===== src/rtl/pmc_shift_engine.sv =====
// rtl/pmc_shift_engine.sv - full-duplex serial shift engine driving the matrix shift clock
//
// Ports:
//   clk, rst      system clock, synchronous active-high reset
//   start, abort  begin transfer (IDLE only) / terminate transfer
//   lsb_first     bit order latched at start (1 = bit 0 first)
//   shift_len     bits per channel, latched at start (0 or > DATA_W means DATA_W)
//   dout_data     NUM_CH packed words to shift out, channel c at [c*DATA_W +: DATA_W]
//   din_data      NUM_CH packed captured words, updated only on entry to DONE
//   matrix_dout   serial data to matrix, one bit per channel
//   matrix_din    serial data from matrix, sampled at the end of each HI phase
//   clk_sh        matrix shift clock
//   busy, done    transfer in progress / one-cycle completion pulse
module pmc_shift_engine #(
  parameter int NUM_CH  = 16,
  parameter int DATA_W  = 32,
  parameter int CLK_DIV = 2,
  parameter int LEN_W   = $clog2(DATA_W) + 1
) (
  input  logic                     clk,
  input  logic                     rst,
  input  logic                     start,
  input  logic                     abort,
  input  logic                     lsb_first,
  input  logic [LEN_W-1:0]         shift_len,
  input  logic [NUM_CH*DATA_W-1:0] dout_data,
  output logic [NUM_CH*DATA_W-1:0] din_data,
  output logic [NUM_CH-1:0]        matrix_dout,
  input  logic [NUM_CH-1:0]        matrix_din,
  output logic                     clk_sh,
  output logic                     busy,
  output logic                     done
);

  localparam int PH_W  = (CLK_DIV > 1) ? $clog2(CLK_DIV) : 1;
  localparam int IDX_W = (DATA_W > 1) ? $clog2(DATA_W) : 1;
  localparam logic [PH_W-1:0]  PH_LAST  = PH_W'(CLK_DIV - 1);
  localparam logic [LEN_W-1:0] FULL_LEN = LEN_W'(DATA_W);
  localparam logic [LEN_W-1:0] ONE      = LEN_W'(1);

  typedef enum logic [1:0] {IDLE, LO, HI, DONE} state_t;

  state_t                     state, state_n;
  logic [PH_W-1:0]            ph, ph_n;
  logic [LEN_W-1:0]           cnt, cnt_n, len_q, len_n;
  logic                       lsb_q, lsb_n;
  logic [NUM_CH*DATA_W-1:0]   tx_q, tx_n, cap_q, cap_n, din_n;
  logic [NUM_CH-1:0]          mdout_n;
  logic                       clk_sh_n, busy_n, done_n;
  logic [LEN_W-1:0]           start_len;

  // Word bit position addressed by transfer bit k.
  function automatic logic [LEN_W-1:0] bit_pos(input logic [LEN_W-1:0] n,
                                               input logic lsb,
                                               input logic [LEN_W-1:0] k);
    bit_pos = lsb ? k : (n - ONE - k);
  endfunction

  function automatic logic [NUM_CH-1:0] tx_bits(input logic [NUM_CH*DATA_W-1:0] words,
                                                input logic [LEN_W-1:0] pos);
    logic [DATA_W-1:0] w;
    tx_bits = '0;
    for (int c = 0; c < NUM_CH; c++) begin
      w          = words[c*DATA_W +: DATA_W];
      tx_bits[c] = w[pos[IDX_W-1:0]];
    end
  endfunction

  function automatic logic [NUM_CH*DATA_W-1:0] cap_insert(input logic [NUM_CH*DATA_W-1:0] cap,
                                                          input logic [NUM_CH-1:0] bits,
                                                          input logic [LEN_W-1:0] pos);
    logic [DATA_W-1:0] w;
    cap_insert = cap;
    for (int c = 0; c < NUM_CH; c++) begin
      w                              = cap[c*DATA_W +: DATA_W];
      w[pos[IDX_W-1:0]]              = bits[c];
      cap_insert[c*DATA_W +: DATA_W] = w;
    end
  endfunction

  assign start_len = (shift_len == '0 || shift_len > FULL_LEN) ? FULL_LEN : shift_len;

  // Outputs are computed for the next state and registered with it, so
  // every output is a flop and matches the state it is observed in.
  always_comb begin
    state_n  = state;
    ph_n     = ph;
    cnt_n    = cnt;
    len_n    = len_q;
    lsb_n    = lsb_q;
    tx_n     = tx_q;
    cap_n    = cap_q;
    din_n    = din_data;
    mdout_n  = matrix_dout;
    clk_sh_n = 1'b0;
    busy_n   = 1'b0;
    done_n   = 1'b0;

    case (state)
      IDLE: begin
        if (start && !abort) begin
          state_n = LO;
          ph_n    = '0;
          cnt_n   = '0;
          len_n   = start_len;
          lsb_n   = lsb_first;
          tx_n    = dout_data;
          cap_n   = '0;
          busy_n  = 1'b1;
          // First transmit bit straight from the inputs so it is valid in the first LO cycle.
          mdout_n = tx_bits(dout_data, bit_pos(start_len, lsb_first, '0));
        end
      end
      LO: begin
        busy_n = 1'b1;
        if (ph == PH_LAST) begin
          state_n  = HI;
          ph_n     = '0;
          clk_sh_n = 1'b1;
        end else begin
          ph_n = ph + 1'b1;
        end
      end
      HI: begin
        busy_n   = 1'b1;
        clk_sh_n = 1'b1;
        if (ph == PH_LAST) begin
          ph_n     = '0;
          clk_sh_n = 1'b0;
          cap_n    = cap_insert(cap_q, matrix_din, bit_pos(len_q, lsb_q, cnt));
          if (cnt == len_q - ONE) begin
            state_n = DONE;
            done_n  = 1'b1;
            din_n   = cap_n;
          end else begin
            state_n = LO;
            cnt_n   = cnt + ONE;
            mdout_n = tx_bits(tx_q, bit_pos(len_q, lsb_q, cnt + ONE));
          end
        end else begin
          ph_n = ph + 1'b1;
        end
      end
      DONE: begin
        state_n = IDLE;
      end
      default: begin
        state_n = IDLE;
      end
    endcase

    if (abort && state != IDLE) begin
      state_n  = IDLE;
      clk_sh_n = 1'b0;
      busy_n   = 1'b0;
      done_n   = 1'b0;
      din_n    = din_data;
      mdout_n  = matrix_dout;
    end
  end

  always_ff @(posedge clk) begin
    if (rst) begin
      state       <= IDLE;
      ph          <= '0;
      cnt         <= '0;
      len_q       <= '0;
      lsb_q       <= 1'b0;
      tx_q        <= '0;
      cap_q       <= '0;
      din_data    <= '0;
      matrix_dout <= '0;
      clk_sh      <= 1'b0;
      busy        <= 1'b0;
      done        <= 1'b0;
    end else begin
      state       <= state_n;
      ph          <= ph_n;
      cnt         <= cnt_n;
      len_q       <= len_n;
      lsb_q       <= lsb_n;
      tx_q        <= tx_n;
      cap_q       <= cap_n;
      din_data    <= din_n;
      matrix_dout <= mdout_n;
      clk_sh      <= clk_sh_n;
      busy        <= busy_n;
      done        <= done_n;
    end
  end

endmodule


===== config.mk =====
export PLATFORM = sky130hd
export DESIGN_NAME = pmc_shift_engine
export DESIGN_NICKNAME = d
export VERILOG_FILES = /design/src/rtl/pmc_shift_engine.sv
export SDC_FILE = /design/constraint.sdc
export NUM_CORES = 2
export LEC_CHECK = 0
export ABC_CLOCK_PERIOD_IN_PS = 4200
export BUFFER_PORTS_ARGS = -buffer_cell sky130_fd_sc_hd__buf_2
export CAP_MARGIN = 20
export CORE_AREA = 2 2 412 414
export DETAILED_ROUTE_END_ITERATION = 8
export DIE_AREA = 0 0 414 416
export SYNTH_ARGS = -nofsm -noshare
export SYNTH_HDL_FRONTEND = slang
export SYNTH_SLANG_ARGS = --single-unit

===== constraint.sdc =====
create_clock -name clk -period 4.2 [get_ports clk]
set_input_delay 0 -clock clk [delete_from_list [all_inputs] [get_ports clk]]
set_output_delay 0 -clock clk [all_outputs]
set_load 0.005 [all_outputs]

==> impl_metrics.csv, run 1 <==
group,metric,value,unit
die,fp-row-count,151,
synthesis,yosysMostFrequentCell,"dfxtp_1",
die,pin_count,1070,
placed_design,placement.io_buffers,1069,
synthesis,syn_inst,7466,
synthesis,synth_cell_type_count,74,
placed_design,dpl.hpwl,205,mm
status,status,"stopped before the end",
grt,grt_pass1_vias,72677,
synthesis,synth.area.top_cells,"dfxtp_1, nand2_1, a22o_1",
synthesis,syn_area_per_cell,8.98,um2
die,die_h,416,um
grt,grt_max_degree,214,
synthesis,netlist.area_leader.share,46.9,%
synthesis,synth_xor_area_share,0.190,%
synthesis,synth_top_flop_cell,"dfxtp_1",
grt,grt_pass1_wl,503,mm
synthesis,synth-simple-area-share,17.2,%
synthesis,synthTopCellsByCount,"dfxtp_1, nand2_1, a21oi_1",
synthesis,netlist_area,0.0670,mm2
cts,clockBufferDepth,3,
synthesis,async_flop_share,0,%
cts,cts_buffers,172,
cts,post_cts_resized,0,
placed_design,dp.cells,10280,
cts,post_cts.repair.setup_buffers,0,
synthesis,yosys_warnings,0,
synthesis,ys_seq_elements,1571,
placed_design,placed_cell_area,0.0755,mm2
synthesis,syn-num-nets,8023,
grt,grt-ovfl-total,109,
status,stop_stage,"5_1_grt",
synthesis,synth-compound-area-share,24.8,%
synthesis,post_synth_fa_ha_maj_area_fraction,0.358,%
die,die_w,414,um
cts,root_buffer,"clkbuf_16",
synthesis,synth_top_family_by_area,"compound AO/OA/AOI/OAI gates",
synthesis,ys_seq_area_share,46.9,%
synthesis,synth_edf_count,0,
placed_design,gp_congestion,1.03,
synthesis,yosys.area.top_type,"dfxtp_1",
grt,track_usage,39.2,%
cts,htree_num_levels,4,
cts,cts_hold_repair.buffers,1022,
cts,clock_sinks,1571,
die,start_util,39.9,%
status,error,"[ERROR GRT-0116] Global routing finished with congestion. Check the congestion regions in the DRC Viewer.",
synthesis,synthMuxAreaShare,5.63,%
## per-layer routing
metal	global-route usage (%)	overflow
met1	45.3	3
met2	58.9	67
met3	15.2	0
met4	27.9	39
met5	3.47	0
## metrics by stage
| stage | setup slack, ps | utilization [%] |
|---|---|---|
| 2_1_floorplan | 659 | - |
| 3_5_place_dp | 102 | 44.9 |
| 4_1_cts | 53.2 | 54.5 |
| 3_3_place_gp | 108 | 44.9 |
## kinds of logic after synthesis
group / count (synthesis)
mux: 257
buf+inv: 802
fa+ha+maj: 18
flops: 1571
xor+xnor: 13
compound gates: 2159
simple gates: 2646
==> run 2, diff against run 1 <==
--- a/config.mk
+++ b/config.mk
@@ -8,9 +8,10 @@
 export ABC_CLOCK_PERIOD_IN_PS = 4200
 export BUFFER_PORTS_ARGS = -buffer_cell sky130_fd_sc_hd__buf_2
 export CAP_MARGIN = 20
-export CORE_AREA = 2 2 412 414
+export CORE_MARGIN = 1
+export CORE_UTILIZATION = 33
 export DETAILED_ROUTE_END_ITERATION = 8
-export DIE_AREA = 0 0 414 416
+export PLACE_DENSITY_LB_ADDON = 0.15
 export SYNTH_ARGS = -nofsm -noshare
 export SYNTH_HDL_FRONTEND = slang
 export SYNTH_SLANG_ARGS = --single-unit
==> run 2 against run 1 <==
Against the previous run:
- the flow now finishes without violations
- synthesized cell count did not move
- area after synthesis did not move
==> impl_metrics.csv, run 2 <==
group,metric,value,unit
status,status,"finished clean",
synthesis,yosys.area.top_type,"dfxtp_1",
synthesis,netlist_area,0.0670,mm2
timing,slew_headroom,11.5,%
power_and_ir_drop,power.total,40400,uW
timing,slew_violations,0,
grt,antenna_found_initial,70,
final_layout,final_common_cell,"dfxtp_1",
detailed_routing,routed_wl,333,mm
cts,clockBufferDepth,3,
die,core,0.202,mm2
timing,rsz0062_at_grt,"false",
cts,htree_num_levels,4,
detailed_routing,vias,70091,
min_path,hp-class,"input pin to flop",
die,die_w,453,um
synthesis,synth_edf_count,0,
placed_design,placement.io_buffers,1069,
final_layout,most-common-layout-cells,"dfxtp_1, nand2_1, buf_2, dlygate4sd3_1, a21oi_1",
timing,hold_viol,0,
synthesis,syn-num-nets,8023,
power_and_ir_drop,power_leakage,0.0364,uW
synthesis,syn_area_per_cell,8.98,um2
placed_design,gp_congestion,0.975,
power_and_ir_drop,swShare,32.3,%
final_layout,drive_above_1_share,21.8,%
synthesis,synth_top_flop_cell,"dfxtp_1",
die,pin_count,1070,
synthesis,async_flop_share,0,%
setup_path,cp_num_buf_inv,3,
final_layout,nNetsFinal,9847,
detailed_routing,drcViolationCount,0,
setup_path,rrSetupSlack,160,ps
grt,grt-ovfl-total,0,
cts,clk_pin_slew_worst_paths,60,ps
power_and_ir_drop,power.internal,27400,uW
setup_path,criticalPathCategory,"flop to flop",
setup_path,ff2ff_path_depth,13,
setup_path,required,4910,ps
synthesis,yosysMostFrequentCell,"dfxtp_1",
setup_path,critPathLaunch,"len_q[1]$_SDFFE_PP0P_",
synthesis,synth_cell_type_count,74,
timing,worstMarginPinSlew,1330,ps
power_and_ir_drop,ir_drop,439,uV
setup_path,crit_arrival,4750,ps
timing,fin_crit_sh,96.2,%
power_and_ir_drop,powerDensity,435,mW/mm2
grt,grt_pass1_wl,472,mm
grt,grt_pass1_vias,66961,
setup_path,crit_family,"compound AO/OA/AOI/OAI gates",
setup_path,reg2reg_to,"cap_q[371]$_SDFFE_PP0P_",
setup_path,cp-endpoint,"cap_q[371]$_SDFFE_PP0P_",
synthesis,synth.area.top_cells,"dfxtp_1, nand2_1, a22o_1",
detailed_routing,post_drt_wl_per_cell,27.4,um
cts,root_buffer,"clkbuf_16",
synthesis,netlist.area_leader.share,46.9,%
cts,clock_sinks,1571,
setup_path,cp-start-kind,"flop",
power_and_ir_drop,seqPwrFrac,39.1,%
die,die_area,0.205,mm2
setup_path,slowest_stage,"o2bb2ai_1",
setup_path,path_cells,"inv_1, ha_1, inv_1, ha_1, nor2b_1, o21a_1, or3_1, and2_1, o2bb2ai_1, nand3_1, buf_12, a21o_1, a22o_1",
die,fp-row-count,165,
setup_path,worstSetupEndpointType,"flop",
timing,tns,0,ps
run,maxCapViolations,0,
synthesis,syn_inst,7466,
power_and_ir_drop,p_clk_share,39.0,%
final_layout,area_growth,38.5,%
synthesis,ys_seq_area_share,46.9,%
grt,grt_max_degree,204,
power_and_ir_drop,p_switching,13000,uW
timing,skew,46.9,ps
die,start_util,33.2,%
setup_path,slowest_delay,630,ps
synthesis,yosys_warnings,0,
timing,setup_viol,0,
timing,finalCriticalPeriod,4040,ps
synthesis,ys_seq_elements,1571,
cts,cts_buffers,176,
detailed_routing,routed_via_density,5.77,
synthesis,synthTopCellsByCount,"dfxtp_1, nand2_1, a21oi_1",
setup_path,crit_fanout,18,
detailed_routing,ant_nets,0,
cts,cts_tree,"built",
power_and_ir_drop,pwr-share-comb,21.9,%
cts,clk_latency,870,ps
timing,fmax,247,MHz
setup_path,r2r_start,"len_q[1]$_SDFFE_PP0P_",
final_layout,largestRegisters,"cap_q x512, din_data x512, tx_q x512",
setup_path,path_depth,13,
placed_design,dpl.hpwl,215,mm
detailed_routing,firstDrtPassIters,8,
die,die_h,453,um
detailed_routing,dr.first_iter.drc_count,7272,
grt,track_usage,31.1,%
==> run 2: cell counts after synthesis <==
Identical to the previous run, type by type.
==> run 2: power groups by stage <==
stage,registers (uW),clock network [uW],logic (uW)
2_1_floorplan,16000,0,4400
3_3_place_gp,16100,0,7660
3_5_place_dp,16100,0,7700
4_1_cts,15800,16000,8570
5_1_grt,15800,16600,9280
6_report,15800,15800,8830
==> run 2: layout make-up <==
type	instances	area (um2)
Inverter	19	72.6
Multi-Input combinational cell	5094	32800
Tap cell	2672	3340
Sequential cell	1571	31500
Fill cell	19140	109000
Clock buffer	260	5130
Antenna cell	45	113
Clock inverter	63	747
Timing Repair Buffer	2428	19200
==> run 2: worst min-delay path by stage <==
stage	start	to	slack, ps	cells after the start
2_1_floorplan	dout_data[114]	tx_q[114]$_SDFFE_PP0P_	140	2
3_3_place_gp	dout_data[374]	tx_q[374]$_SDFFE_PP0P_	250	3
3_5_place_dp	dout_data[299]	tx_q[299]$_SDFFE_PP0P_	260	3
4_1_cts	dout_data[68]	tx_q[68]$_SDFFE_PP0P_	1	4
5_1_grt	dout_data[308]	tx_q[308]$_SDFFE_PP0P_	30	4
6_report	dout_data[308]	tx_q[308]$_SDFFE_PP0P_	70	4
==> run 2: repair_timing <==
item / 4_1_cts / 5_1_grt
hold buffers: 1053 / 0
buffers inserted: 0 / 2
resized for setup: 0 / 12
hold endpoints to repair: 1039 / 0
setup endpoints to repair: 0 / 170
==> run 2: tightest hold or removal path, stage by stage <==
cell and delay (ps):
dlygate4sd3_1 590, buf_2 170, nand2_1 60, a21oi_1 50
==> run 2: layer usage <==
layer	vias up	track usage, %	routed length (um)
li1	30817	-	-
met1	34106	38.4	130000
met2	3909	48.9	151000
met3	1225	6.57	25700
met4	34	20.6	25200
met5	-	0.443	274
==> run 2: through the flow <==
step / instances / setup slack [ps] / area [um2] / hold slack, ps / utilization [%]
final: 12152 / 159 / 92900 / 72.7 / 45.9
after global placement: 10723 / 142 / 76200 / 254 / 37.7
after global routing: 12135 / 12.7 / 92800 / 29.9 / 45.9
after floorplan: 7466 / 659 / 67000 / 136 / -
after CTS: 12101 / 46.0 / 92600 / 1.22 / 45.8
after detailed placement: 10725 / 93.9 / 76200 / 258 / 37.7
==> run 2: cells by family (layout without fill, tap and decap cells) <==
logic type	count (synthesis)	count (layout)	share of synthesized area [%]
AOI/OAI and AO/OA	2159	2159	24.8
xor gates and xnor gates	13	13	0.190
DFF	1571	1571	46.9
adders and majority gates	18	18	0.358
other	0	45	0
buffers and inverters	802	2770	4.93
and+or+nand+nor	2646	2647	17.2
muxes	257	257	5.63
No activity file was read; power rests on OpenSTA's default activity.
